<file path="src/rtl/rreq_pkg.sv">
// Shared types for the row/column read-request generator: FSM states and the
// registered request record that is presented to the tracker array.
package rreq_pkg;

    localparam int ADDR_W_DEF    = 32;
    localparam int COL_W_DEF     = 16;
    localparam int BUS_BYTES_DEF = 16;
    localparam int LANE_W        = $clog2(BUS_BYTES_DEF);

    typedef enum logic [2:0] {
        ST_IDLE,
        ST_LOAD,
        ST_CALC,
        ST_ISSUE,
        ST_DONE
    } state_t;

    // Request record is sized by the package widths; the top-level width
    // parameters are expected to stay at these values.
    typedef struct packed {
        logic [ADDR_W_DEF-1:0] r_addr;
        logic [COL_W_DEF:0]    r_size;
        logic [LANE_W-1:0]     r_start;
        logic [LANE_W-1:0]     r_end;
        logic [ADDR_W_DEF-1:0] w_addr;
        logic [COL_W_DEF-1:0]  w_size;
    } req_t;

endpackage

</file>
<file path="src/rtl/rr_arbiter.sv">
// Combinational round-robin arbiter: picks the first requester at or after
// i_ptr, wrapping cyclically. N must be a power of two.
module rr_arbiter #(
    parameter int N = 16
) (
    input  logic [N-1:0]         i_req,
    input  logic [$clog2(N)-1:0] i_ptr,
    output logic [N-1:0]         o_grant_onehot,
    output logic [$clog2(N)-1:0] o_grant_idx,
    output logic                 o_valid
);

    localparam int IW = $clog2(N);

    logic [IW-1:0] cand;

    always_comb begin
        o_grant_onehot = '0;
        o_grant_idx    = '0;
        o_valid        = 1'b0;
        cand           = '0;
        // Index arithmetic wraps for free because N is a power of two.
        for (int i = 0; i < N; i++) begin
            cand = i_ptr + IW'(i);
            if (!o_valid && i_req[cand]) begin
                o_valid     = 1'b1;
                o_grant_idx = cand;
            end
        end
        if (o_valid) begin
            o_grant_onehot[o_grant_idx] = 1'b1;
        end
    end

endmodule

</file>
<file path="src/rtl/row_requestor_rr.sv">
// Walks a frame row by row over the enabled columns, emitting one beat-aligned
// read request per (row, column) to a round-robin-selected transaction tracker.
module row_requestor_rr
    import rreq_pkg::*;
#(
    parameter int NUM_TRID    = 16,
    parameter int NUM_COLUMNS = 11,
    parameter int ADDR_W      = ADDR_W_DEF,
    parameter int BUS_BYTES   = BUS_BYTES_DEF,
    parameter int COL_W       = COL_W_DEF
) (
    input  logic                           i_clk,
    input  logic                           i_rst,
    input  logic                           i_abort,
    input  logic                           i_start,
    input  logic [ADDR_W-1:0]              i_frame_base,
    input  logic [ADDR_W-1:0]              i_row_size,
    input  logic [ADDR_W-1:0]              i_row_cnt,
    input  logic [NUM_COLUMNS*COL_W-1:0]   i_col_width,
    input  logic [NUM_COLUMNS*COL_W-1:0]   i_col_offset,
    input  logic [NUM_COLUMNS-1:0]         i_col_en,
    input  logic [NUM_TRID-1:0]            i_ready,
    output logic [NUM_TRID-1:0]            o_en,
    output logic [ADDR_W-1:0]              o_r_addr,
    output logic [COL_W:0]                 o_r_size,
    output logic [$clog2(BUS_BYTES)-1:0]   o_r_start,
    output logic [$clog2(BUS_BYTES)-1:0]   o_r_end,
    output logic [ADDR_W-1:0]              o_w_addr,
    output logic [COL_W-1:0]               o_w_size,
    output logic                           o_busy,
    output logic                           o_done
);

    localparam int LW     = $clog2(BUS_BYTES);
    localparam int PTR_W  = $clog2(NUM_TRID);
    localparam int CIDX_W = (NUM_COLUMNS > 1) ? $clog2(NUM_COLUMNS) : 1;
    localparam int LAST_W = COL_W + 1;

    state_t                 state_reg;
    logic [ADDR_W-1:0]      row_size_reg;
    logic [ADDR_W-1:0]      row_cnt_reg;
    logic [ADDR_W-1:0]      row_reg;
    logic [ADDR_W-1:0]      row_base_reg;
    logic [ADDR_W-1:0]      w_ptr_reg;
    logic [COL_W-1:0]       width_reg  [NUM_COLUMNS];
    logic [COL_W-1:0]       offset_reg [NUM_COLUMNS];
    logic [NUM_COLUMNS-1:0] col_en_reg;
    logic [CIDX_W-1:0]      col_reg;
    logic [PTR_W-1:0]       rr_ptr_reg;
    req_t                   req_reg;
    logic                   done_reg;

    logic [COL_W-1:0]       width_in  [NUM_COLUMNS];
    logic [COL_W-1:0]       offset_in [NUM_COLUMNS];

    genvar gi;
    generate
        for (gi = 0; gi < NUM_COLUMNS; gi++) begin : g_unpack
            assign width_in[gi]  = i_col_width[gi*COL_W +: COL_W];
            assign offset_in[gi] = i_col_offset[gi*COL_W +: COL_W];
        end
    endgenerate

    // Lowest set bit of mask at index >= from; returns 1 when one exists.
    function automatic logic find_bit(input logic [NUM_COLUMNS-1:0] mask,
                                      input int from,
                                      output logic [CIDX_W-1:0] idx);
        logic found;
        found = 1'b0;
        idx   = '0;
        for (int i = NUM_COLUMNS - 1; i >= 0; i--) begin
            if (mask[i] && (i >= from)) begin
                found = 1'b1;
                idx   = CIDX_W'(i);
            end
        end
        return found;
    endfunction

    logic [NUM_COLUMNS-1:0] first_src;
    logic                   first_found;
    logic [CIDX_W-1:0]      first_col;
    logic                   nxt_found;
    logic [CIDX_W-1:0]      nxt_col;
    logic [COL_W-1:0]       eff_width;
    logic [ADDR_W-1:0]      addr_sum;
    logic [LAST_W-1:0]      last_byte;
    logic [LAST_W-1:0]      beats;

    always_comb begin
        first_src   = (state_reg == ST_LOAD) ? i_col_en : col_en_reg;
        first_found = find_bit(first_src, 0, first_col);
        nxt_found   = find_bit(col_en_reg, int'(col_reg) + 1, nxt_col);
        eff_width   = (width_reg[col_reg] == '0) ? COL_W'(1) : width_reg[col_reg];
        addr_sum    = row_base_reg + ADDR_W'(offset_reg[col_reg]);
        last_byte   = LAST_W'(addr_sum[LW-1:0]) + LAST_W'(eff_width) - LAST_W'(1);
        beats       = (last_byte >> LW) + LAST_W'(1);
    end

    logic [NUM_TRID-1:0] grant_onehot;
    logic [PTR_W-1:0]    grant_idx;
    logic                grant_valid;

    rr_arbiter #(
        .N(NUM_TRID)
    ) u_arb (
        .i_req          (i_ready),
        .i_ptr          (rr_ptr_reg),
        .o_grant_onehot (grant_onehot),
        .o_grant_idx    (grant_idx),
        .o_valid        (grant_valid)
    );

    logic issue_fire;
    assign issue_fire = (state_reg == ST_ISSUE) && grant_valid;

    always_ff @(posedge i_clk) begin
        if (i_rst || i_abort) begin
            state_reg    <= ST_IDLE;
            row_size_reg <= '0;
            row_cnt_reg  <= '0;
            row_reg      <= '0;
            row_base_reg <= '0;
            w_ptr_reg    <= '0;
            col_en_reg   <= '0;
            col_reg      <= '0;
            rr_ptr_reg   <= '0;
            req_reg      <= '0;
            done_reg     <= 1'b0;
            for (int i = 0; i < NUM_COLUMNS; i++) begin
                width_reg[i]  <= '0;
                offset_reg[i] <= '0;
            end
        end else begin
            done_reg <= 1'b0;
            case (state_reg)
                ST_IDLE: begin
                    if (i_start) begin
                        state_reg <= ST_LOAD;
                    end
                end
                ST_LOAD: begin
                    row_size_reg <= i_row_size;
                    row_cnt_reg  <= i_row_cnt;
                    col_en_reg   <= i_col_en;
                    row_base_reg <= i_frame_base;
                    row_reg      <= '0;
                    w_ptr_reg    <= '0;
                    col_reg      <= first_col;
                    for (int i = 0; i < NUM_COLUMNS; i++) begin
                        width_reg[i]  <= width_in[i];
                        offset_reg[i] <= offset_in[i];
                    end
                    if ((i_row_cnt == '0) || !first_found) begin
                        state_reg <= ST_DONE;
                    end else begin
                        state_reg <= ST_CALC;
                    end
                end
                ST_CALC: begin
                    req_reg.r_addr  <= {addr_sum[ADDR_W-1:LW], {LW{1'b0}}};
                    req_reg.r_start <= addr_sum[LW-1:0];
                    req_reg.r_end   <= last_byte[LW-1:0];
                    req_reg.r_size  <= beats;
                    req_reg.w_addr  <= w_ptr_reg;
                    req_reg.w_size  <= eff_width;
                    state_reg       <= ST_ISSUE;
                end
                ST_ISSUE: begin
                    if (issue_fire) begin
                        rr_ptr_reg <= grant_idx + PTR_W'(1);
                        w_ptr_reg  <= w_ptr_reg + ADDR_W'(eff_width);
                        if (nxt_found) begin
                            col_reg   <= nxt_col;
                            state_reg <= ST_CALC;
                        end else begin
                            // Row finished: step the base by the stride, no multiply.
                            col_reg      <= first_col;
                            row_reg      <= row_reg + ADDR_W'(1);
                            row_base_reg <= row_base_reg + row_size_reg;
                            if ((row_reg + ADDR_W'(1)) == row_cnt_reg) begin
                                state_reg <= ST_DONE;
                            end else begin
                                state_reg <= ST_CALC;
                            end
                        end
                    end
                end
                ST_DONE: begin
                    done_reg  <= 1'b1;
                    state_reg <= ST_IDLE;
                end
                default: state_reg <= ST_IDLE;
            endcase
        end
    end

    // The issue strobe follows i_ready within the ISSUE cycle itself.
    assign o_en      = issue_fire ? grant_onehot : '0;
    assign o_r_addr  = req_reg.r_addr;
    assign o_r_size  = req_reg.r_size;
    assign o_r_start = req_reg.r_start;
    assign o_r_end   = req_reg.r_end;
    assign o_w_addr  = req_reg.w_addr;
    assign o_w_size  = req_reg.w_size;
    assign o_busy    = (state_reg != ST_IDLE);
    assign o_done    = done_reg;

endmodule

</file>
<file path="config.mk">
export PLATFORM = sky130hd
export DESIGN_NAME = row_requestor_rr
export DESIGN_NICKNAME = d
export VERILOG_FILES = /design/src/rtl/rreq_pkg.sv /design/src/rtl/rr_arbiter.sv /design/src/rtl/row_requestor_rr.sv
export SDC_FILE = /design/constraint.sdc
export NUM_CORES = 1
export LEC_CHECK = 0
export BUFFER_PORTS_ARGS = -buffer_cell sky130_fd_sc_hd__buf_2
export CAP_MARGIN = 30
export CORE_UTILIZATION = 60
export CTS_CLUSTER_SIZE = 14
export DETAILED_ROUTE_END_ITERATION = 6
export PLACE_DENSITY = 0.82
export SLEW_MARGIN = 10
export SYNTH_ARGS = -nofsm -noshare
export SYNTH_HDL_FRONTEND = slang
export SYNTH_HIERARCHICAL = 1
export SYNTH_SLANG_ARGS = --single-unit
</file>
<file path="constraint.sdc">
create_clock -name i_clk -period 31.8 [get_ports i_clk]
set_clock_uncertainty 0.05 [all_clocks]
set_input_delay 3.18 -clock i_clk [delete_from_list [all_inputs] [get_ports i_clk]]
set_output_delay 3.18 -clock i_clk [all_outputs]
set_load 0.01 [all_outputs]
</file>
==> results.py <==
metrics = {
    "run_status": {
        "status": "complete, no violations",
    },
    "route": {
        "drt_iter0_drc": 2748,
        "wl_per_cell_um": 22.4,
        "via_per_inst": 6.22,
        "ant_nets": 0,
        "vias": 29500,
        "first_pass_iters": 6,
        "wirelength_mm": 106,
        "drc": 0,
    },
    "pwr": {
        "finalPower_uw": 1870,
        "peakVddDrop_v": 0.0000476,
        "cellPowerDensity_nw_per_um2": 46.0,
        "leakage_uw": 0.0174,
    },
    "synth": {
        "synthCells": 3439,
        "synth.yosys.warnings": 6,
        "seq_area_frac_synth_pct": 46.2,
        "async_reset_ff_share_pct": 0,
        "synth_cell_types": 100,
        "synth_area_um2": 35200,
        "syn_avg_cell_area_um2": 10.2,
        "synth_edf_count": 352,
        "ys_seq_elements": 637,
        "dominantRegCellSynth": "edfxtp_1",
    },
    "clock_network": {
        "hold_buffers": 0,
        "cts_tree": "done",
        "cts_resized": 0,
        "cts_setup_buffers": 0,
        "cts_buffers": 69,
        "clk_latency_ns": 0.62,
        "htreeDepth": 3,
        "path_clk_slew_ns": 0.05,
        "clock_sinks": 637,
        "cts_root_buf": "clkbuf_16",
        "cts_buffer_depth": 3,
    },
    "floorplanning": {
        "dieArea_um2": 59700,
        "initial_utilization_pct": 60.9,
        "io_pins": 602,
        "core_area_um2": 57800,
        "dieWidth_um": 244,
        "die_height_um": 244,
        "rows": 88,
    },
    "setup_path": {
        "ff2ff_setup_slack_ns": 24.43,
        "critPathSlowestCell": "mux4_1",
        "crit_cells": 13,
        "reg2reg_depth": 19,
        "slowest_delay_ns": 0.67,
        "startpoint": "i_ready[13]",
        "critPathArrivalTime_ns": 6.67,
        "worstPathCellList": "buf_2 > mux4_1 > mux2_2 > mux2i_4 > and2_4 > and3_4 > and3_1 > a21oi_1 > a211oi_4 > inv_4 > nor4_2 > and3_1 > buf_2",
        "cp-start-kind": "input pin",
        "critPathMaxFanout": 10,
        "worst_setup_path_endpoint": "o_en[3]",
        "cp.buffers_inverters": 3,
        "crit_type": "input pin to output port",
        "cp_top_family": "multiplexers",
        "cp.required_ns": 28.57,
        "cp-end-kind": "output port",
        "worstReg2RegStart": "rr_ptr_reg[1]",
        "r2r_end": "row_base_reg[29]",
    },
    "placement": {
        "dp_hpwl_mm": 75.3,
        "io_buffers": 594,
        "pre_cts_slack_ns": 21.96,
        "gp_congestion": 0.951,
    },
    "timing": {
        "finalSetupTns_ns": 0,
        "max_slew_margin_pct": 4.24,
        "grt_setup_unrepaired": "false",
        "hold_violations": 0,
        "fin_crit_ns": 9.90,
        "finalCritPeriodShare_pct": 31.1,
        "fmax_ghz": 0.101,
        "setup_viol": 0,
        "worstMarginPinSlew_ns": 1.44,
        "fin_ws_ns": 21.90,
        "timing.hold.ws_ns": 0.400,
        "report.final.slew_viol_count": 0,
    },
    "grt": {
        "grt_pass1_wl_mm": 157,
        "grt_max_degree": 308,
        "grt_usage_pct": 34.4,
        "overflow": 0,
        "grt_pass1_vias": 27700,
        "antenna_found_initial": 31,
    },
    "flow_run": {
        "max_cap_viol_count": 0,
    },
    "final_layout": {
        "nNetsFinal": 4475,
        "syn2layout_area_growth_pct": 15.6,
        "drive_gt1_share_pct": 24.2,
        "multiInputGateArea_um2": 17700,
        "final-seq-area_um2": 16300,
        "fillers": 4271,
    },
    "hold_path": {
        "hold_class": "flop to flop",
    },
}
-- worst min-delay path: cells and delay by family (launching register included) --
| family | cells | cell delay [ns] |
|---|---|---|
| AO/OA/AOI/OAI | 1 | 0.05 |
| flip-flops | 1 | 0.30 |
| AND/OR/NAND/NOR | 1 | 0.05 |
-- Yosys cell counts, types with 10 or more instances --
cell	count	area share (%)
nand2_1	399	4.3
and3_1	370	6.6
edfxtp_1	352	30
dfxtp_1	285	16
a21oi_1	276	3.9
clkbuf_1	191	2.0
nor2_1	189	2.0
mux4_2	121	7.7
o21ai_0	113	1.6
ha_1	95	3.4
xnor2_1	90	2.2
nand3_1	76	1.1
inv_1	72	0.77
a211oi_1	60	1.3
and2_1	57	1.0
mux2_2	47	1.5
nor3_1	47	0.67
xor2_1	43	1.1
a21o_1	42	0.90
mux2i_1	35	0.99
nand4_1	32	0.57
buf_2	27	0.38
nor4_1	26	0.46
or3_1	26	0.46
o21a_1	20	0.43
buf_4	18	0.38
nand2b_1	18	0.32
a31oi_1	16	0.28
o211ai_1	16	0.34
nor2b_1	15	0.27
a311oi_1	14	0.35
o21bai_1	14	0.30
o2111ai_1	11	0.27
or4_1	11	0.23
nor3b_1	10	0.21
o22ai_1	10	0.18
o31ai_1	10	0.21
-- layout make-up --
| cell class | instances | area share [%] |
|---|---|---|
| clock buffer | 86 | 4.55 |
| timing repair buffer | 629 | 8.14 |
| multi-input combinational | 2482 | 43.4 |
| antenna | 25 | 0.154 |
| inverter | 78 | 0.725 |
| clock inverter | 36 | 0.713 |
| sequential | 637 | 40.0 |
| tap | 765 | 2.35 |
-- cell usage in the layout (no fill, tap or decap), types with 15 or more instances in the layout --
master / count
nor4_1: 25
inv_1: 72
mux2_2: 47
and2_1: 56
a21oi_1: 276
a31oi_1: 16
nor3_1: 47
buf_2: 594
nand4_1: 32
nand2_1: 395
and3_1: 370
diode_2: 25
nor2_1: 187
xnor2_1: 90
or3_1: 26
nor2b_1: 15
nand2b_1: 18
mux2i_1: 35
xor2_1: 43
mux4_2: 121
dfxtp_1: 281
a211oi_1: 60
o211ai_1: 16
buf_4: 29
o21ai_0: 113
ha_1: 95
edfxtp_1: 352
a21o_1: 42
nand3_1: 76
clkbuf_16: 70
o21a_1: 20
-- routing by layer --
metal  vias to the layer above  GRT usage, %  share of wire [%]
li1                      13800             -                  -
met4                         8          16.5                5.0
met2                      1280          56.3                 48
met3                       242          5.94                7.9
met1                     14200          44.4                 39
met5                         -             0              0.049
-- cells by family (layout without fill, tap and decap cells) --
family | after synthesis | after routing | share of synthesized area, %
compound gates | 698 | 698 | 12.6
simple gates | 1333 | 1333 | 19.6
mux | 209 | 209 | 10.6
fa+ha+maj | 99 | 99 | 3.60
xor+xnor | 136 | 136 | 3.48
flops | 637 | 637 | 46.2
buf+inv | 326 | 829 | 3.85
other cells | 1 | 32 | 0.0106
-- how the worst min path moves through the flow --
stage	start	slack, ns	depth (start not counted)	end
after floorplan	row_size_reg[0]	0.39	2	row_size_reg[0]
after global placement	o_r_size[7]	0.39	2	o_r_size[7]
after detailed placement	o_w_addr[21]	0.39	2	o_w_addr[21]
after CTS	o_w_addr[21]	0.40	2	o_w_addr[21]
after global routing	o_w_addr[21]	0.42	2	o_w_addr[21]
final	o_w_addr[21]	0.40	2	o_w_addr[21]
-- per-stage QoR --
step / util [%] / instance area (um2) / cells
after global placement: 66.5 / 38400 / 4586
after global routing: 70.4 / 40700 / 4735
final: 70.4 / 40700 / 4738
after detailed placement: 66.6 / 38500 / 4589
after floorplan: - / 35200 / 3445
after CTS: 70.3 / 40600 / 4711
-- power breakdown --
part | internal, uW | total [uW] | switching (uW) | leakage, uW
clock | 427 | 768 | 341 | 0.00103
combinational | 80.1 | 195 | 115 | 0.0101
sequential | 897 | 908 | 11.7 | 0.00626
total | 1400 | 1870 | 468 | 0.0174
No activity file was read; power rests on OpenSTA's default activity.
